### config.mk
export PLATFORM = sky130hd
export DESIGN_NAME = fence_t_seq
export DESIGN_NICKNAME = d
export VERILOG_FILES = /design/src/rtl/fence_t_seq.sv
export SDC_FILE = /design/constraint.sdc
export NUM_CORES = 1
export LEC_CHECK = 0
export BUFFER_PORTS_ARGS = -buffer_cell sky130_fd_sc_hd__buf_2
export CORE_UTILIZATION = 57
export DETAILED_ROUTE_END_ITERATION = 6
export GPL_TIMING_DRIVEN = 0
export HOLD_SLACK_MARGIN = 0.06
export PLACE_DENSITY = 0.84
export SLEW_MARGIN = 20
export SYNTH_ARGS = -nofsm -noshare
export SYNTH_HDL_FRONTEND = slang
export SYNTH_SLANG_ARGS = --single-unit
### constraint.sdc
create_clock -name clk_i -period 4.85 [get_ports clk_i]
set_input_delay 1.2125 -clock clk_i [delete_from_list [all_inputs] [get_ports clk_i]]
set_output_delay 1.2125 -clock clk_i [all_outputs]
set_load 0.01 [all_outputs]
### src/rtl/fence_t_seq.sv
`default_nettype none
// fence_t_seq: constant-time fence.t sequencer. Issues one flush command, then
// holds for at least pad cycles and until the dcache flush is acknowledged.
module fence_t_seq (
  input  logic        clk_i,
  input  logic        rst_ni,
  input  logic        fence_t_req_i,
  input  logic [9:0]  fence_t_mask_i,
  input  logic [9:0]  fence_t_pad_i,
  output logic        fence_t_ready_o,
  output logic [19:0] fence_t_o,
  input  logic        flush_dcache_ack_i,
  output logic        busy_o,
  output logic        fence_t_done_o
);

  localparam logic [1:0] IDLE  = 2'd0;
  localparam logic [1:0] FLUSH = 2'd1;
  localparam logic [1:0] WAIT  = 2'd2;
  localparam logic [1:0] DONE  = 2'd3;

  localparam logic [9:0] COUNT_MAX = 10'h3FF;

  logic [1:0] state;
  logic [1:0] next_state;
  logic [9:0] mask_q;
  logic [9:0] pad_q;
  logic [9:0] counter;
  logic       ack_seen;
  logic       dcache_ack;
  logic       wait_exit;

  // The ack only counts when this fence actually asked for a dcache flush.
  assign dcache_ack = flush_dcache_ack_i & mask_q[4];
  assign wait_exit  = (ack_seen | dcache_ack) & (counter >= pad_q);

  always_ff @(posedge clk_i or negedge rst_ni) begin
    if (!rst_ni) begin
      state <= IDLE;
    end else begin
      state <= next_state;
    end
  end

  always_comb begin
    next_state = state;
    case (state)
      IDLE:    if (fence_t_req_i) next_state = FLUSH;
      FLUSH:   next_state = WAIT;
      WAIT:    if (wait_exit) next_state = DONE;
      DONE:    next_state = IDLE;
      default: next_state = IDLE;
    endcase
  end

  always_ff @(posedge clk_i or negedge rst_ni) begin
    if (!rst_ni) begin
      mask_q   <= '0;
      pad_q    <= '0;
      counter  <= '0;
      ack_seen <= 1'b0;
    end else begin
      case (state)
        IDLE: begin
          if (fence_t_req_i) begin
            mask_q   <= fence_t_mask_i;
            pad_q    <= fence_t_pad_i;
            counter  <= '0;
            ack_seen <= 1'b0;
          end
        end
        FLUSH: begin
          counter  <= '0;
          ack_seen <= ~mask_q[4] | dcache_ack;
        end
        WAIT: begin
          if (dcache_ack) ack_seen <= 1'b1;
          // Saturate rather than wrap so a huge pad can never be re-satisfied early.
          if (!wait_exit && (counter != COUNT_MAX)) counter <= counter + 10'd1;
        end
        default: begin
        end
      endcase
    end
  end

  always_comb begin
    fence_t_ready_o = 1'b0;
    fence_t_o       = '0;
    busy_o          = 1'b1;
    fence_t_done_o  = 1'b0;
    case (state)
      IDLE: begin
        fence_t_ready_o = 1'b1;
        busy_o          = 1'b0;
      end
      FLUSH:   fence_t_o = {pad_q, mask_q};
      DONE:    fence_t_done_o = 1'b1;
      default: begin
      end
    endcase
  end

endmodule
`default_nettype wire

==> impl_metrics.env <==
export IMPL_status="complete, no violations"
export IMPL_dpl_cell_count=272
export IMPL_die_y_um=60.8
export IMPL_clock_power_share=0.167
export IMPL_hpwl_um=2900
export IMPL_cap_viol_max_count=0
export IMPL_synth_seq_cells=33
export IMPL_clk_pin_slew_ns=0.10
export IMPL_critPathRequiredTime_ns=3.64
export IMPL_portBuffers=46
export IMPL_synth_area_leaders="dfrtp_1 42%, mux2_2 13%, ha_1 9.5%"
export IMPL_start_util=0.621
export IMPL_async_flop_share=1.00
export IMPL_fin_crit_sh=0.601
export IMPL_tightest_slew_ns=0.714
export IMPL_synth_cells=182
export IMPL_ys_seq_area_frac=0.419
export IMPL_synth_edff_count=0
export IMPL_p_seq_frac=0.342
export IMPL_cts_resized=0
export IMPL_die_x_um=60.8
export IMPL_drtAntennaViolNets=0
export IMPL_ios=47
export IMPL_pwr_share_comb=0.491
export IMPL_syn_area_mm2=0.00197
export IMPL_fmax_mhz=343
export IMPL_cp_arrival_ns=1.70
export IMPL_drv_slew=0
export IMPL_cts_setup_buffers=0
export IMPL_first_global_vias=1506
export IMPL_vias=1548
export IMPL_grt_usage=0.254
export IMPL_switching_share=0.378
export IMPL_final_nets=274
export IMPL_grt_max_degree=34
export IMPL_cp_end_kind="output pin"
export IMPL_rsz0062_at_grt="false"
export IMPL_num_antenna_cells=0
export IMPL_min_period_ns=2.91
export IMPL_numCtsBuffers=5
export IMPL_max_stage_delay_ns=0.42
export IMPL_wl_um=3910
export IMPL_ys_warnings_count=0
export IMPL_htree_levels=2
export IMPL_syn_num_nets=221
export IMPL_avgSynthCellArea_um2=10.8
export IMPL_p_leak_nw=1.18
export IMPL_crit_buf_inv=3
export IMPL_finalHoldViolations=0
export IMPL_p_sw_w=0.000495
export IMPL_powerDensity_mw_per_mm2=559
export IMPL_synth_top_area_share=0.419
export IMPL_synthDistinctLibCells=37
export IMPL_worstSkewPairLatency_ns=0.35
export IMPL_path_class="reg2out"
export IMPL_antenna_found_initial=0
export IMPL_root_buffer="clkbuf_4"
export IMPL_finalInstanceArea_mm2=0.00234
export IMPL_ys_flop_type="dfrtp_1"
export IMPL_drive_above_1_share=0.356
export IMPL_wl_per_cell_um=13.9
export IMPL_relSlewSlack=0.524
export IMPL_final_cell_mix="46 x buf_2, 33 x dfrtp_1, 22 x mux2_2"
export IMPL_min_path_type="reg2reg"
export IMPL_setup_viol=0
export IMPL_fin_cells=280
export IMPL_via_per_inst=5.53
export IMPL_grt_overflow=0
export IMPL_drt_pass1_iterations=4
export IMPL_ctsHoldBuffers=0
export IMPL_skew_ns=0.00471
export IMPL_synth_area_leader_cell="dfrtp_1"
export IMPL_crit_family="buffers and inverters"
export IMPL_ir_drop_mv=0.376
export IMPL_cts_tree="built"
export IMPL_cts_sinks=33
export IMPL_rows=20
export IMPL_grt_pass1_wl_um=6730
export IMPL_post_dp_cell_area_mm2=0.00226
export IMPL_cp_max_fo=10
export IMPL_critPathLaunchType="flip-flop"
export IMPL_whs_ns=0.507
export IMPL_tns_ns=0
export IMPL_final_common_cell="buf_2"
export IMPL_place_gp_congestion=0.806
export IMPL_coreArea_mm2=0.00318
export IMPL_intPower_w=0.000815
export IMPL_drt_iter0_drc=75
export IMPL_crit_chain="inv_1 -> ha_1 -> clkbuf_1 -> and2_1 -> buf_2"
export IMPL_n_fill_cell=256
export IMPL_dieArea_mm2=0.00370
export IMPL_route_detailed_drc=0
export IMPL_cp_slowest_cell="dfrtp_1"
export IMPL_area_growth_pct=18.8
export IMPL_cts_buffer_depth=2
## state kept, by name, indices dropped and copies added, names as in the netlist
register	cells
counter	10
pad_q	10
ack_seen	1
state	2
mask_q	10
## power by group through the flow
stage	sequential [W]	combinational [W]	clock, W
2_1_floorplan	0.000433	0.000485	0
3_3_place_gp	0.000449	0.000626	0
3_5_place_dp	0.000455	0.000643	0
4_1_cts	0.000449	0.000647	0.000221
5_1_grt	0.000465	0.000726	0.000230
6_report	0.000448	0.000643	0.000219
## cells by family (layout without fill, tap and decap cells)
kind of cell             count (synthesis)  in the layout  synth area share
AO/OA/AOI/OAI                           37             37             0.165
adder cells (fa/ha/maj)                 15             15            0.0951
buffers and inverters                   24             78            0.0457
flip-flops                              33             33             0.419
multiplexers                            24             24             0.136
AND/OR/NAND/NOR                         49             49             0.140
## synthesized netlist by cell type, types with 2 or more instances
master,n
a21oi_1,5
a32o_1,3
and2_1,20
and3_1,2
clkbuf_1,6
dfrtp_1,33
ha_1,15
inv_1,18
mux2_2,22
mux2i_1,2
nand2_1,11
nand2b_1,5
nor2_1,4
o211ai_1,6
o21ai_0,2
o221ai_1,4
o2bb2ai_1,4
## worst reg2reg max path: cells and delay by family (launching register included)
| family | cells | cell delay [ns] |
|---|---|---|
| DFF | 1 | 0.48 |
| muxes | 1 | 0.37 |
| adders and majority gates | 1 | 0.33 |
| AOI/OAI and AO/OA | 3 | 0.80 |
| and+or+nand+nor | 1 | 0.06 |
## metal layers
metal	part of all wire	vias up	track usage
li1	-	748	-
met2	0.50	37	0.427
met4	0.020	0	0.104
met5	0	-	0
met3	0.043	10	0.0618
met1	0.44	753	0.313
## stage by stage
stage / setup slack (ns) / util / power (W)
final: 1.94 / 0.737 / 0.00131
after floorplan: 2.61 / - / 0.000918
after detailed placement: 2.29 / 0.711 / 0.00110
after CTS: 1.92 / 0.737 / 0.00132
after global placement: 2.33 / 0.711 / 0.00107
after global routing: 1.82 / 0.737 / 0.00142
## layout make-up
class,instances,area (µm²),area share
inverter,18,67.6,0.0288
timing repair buffer,46,230,0.0982
clock buffer,7,55.1,0.0235
sequential,33,826,0.352
buffer,6,22.5,0.00961
multi-input combinational,125,1060,0.451
tap,44,55.1,0.0235
clock inverter,1,30.0,0.0128
## final timing paths
path                             from           end  slack, ns  cells past startpoint
max                          state[1]  fence_t_o[6]       1.94                      5
min                         mask_q[2]     mask_q[2]       0.51                      1
max reg2reg                counter[9]      state[1]       2.71                      6
min reg2reg                 mask_q[2]     mask_q[2]       0.51                      1
max in group asynchronous      rst_ni    counter[9]       3.48                      1
min in group asynchronous      rst_ni     mask_q[7]       0.91                      1
Power figures use the tool's default switching activity.
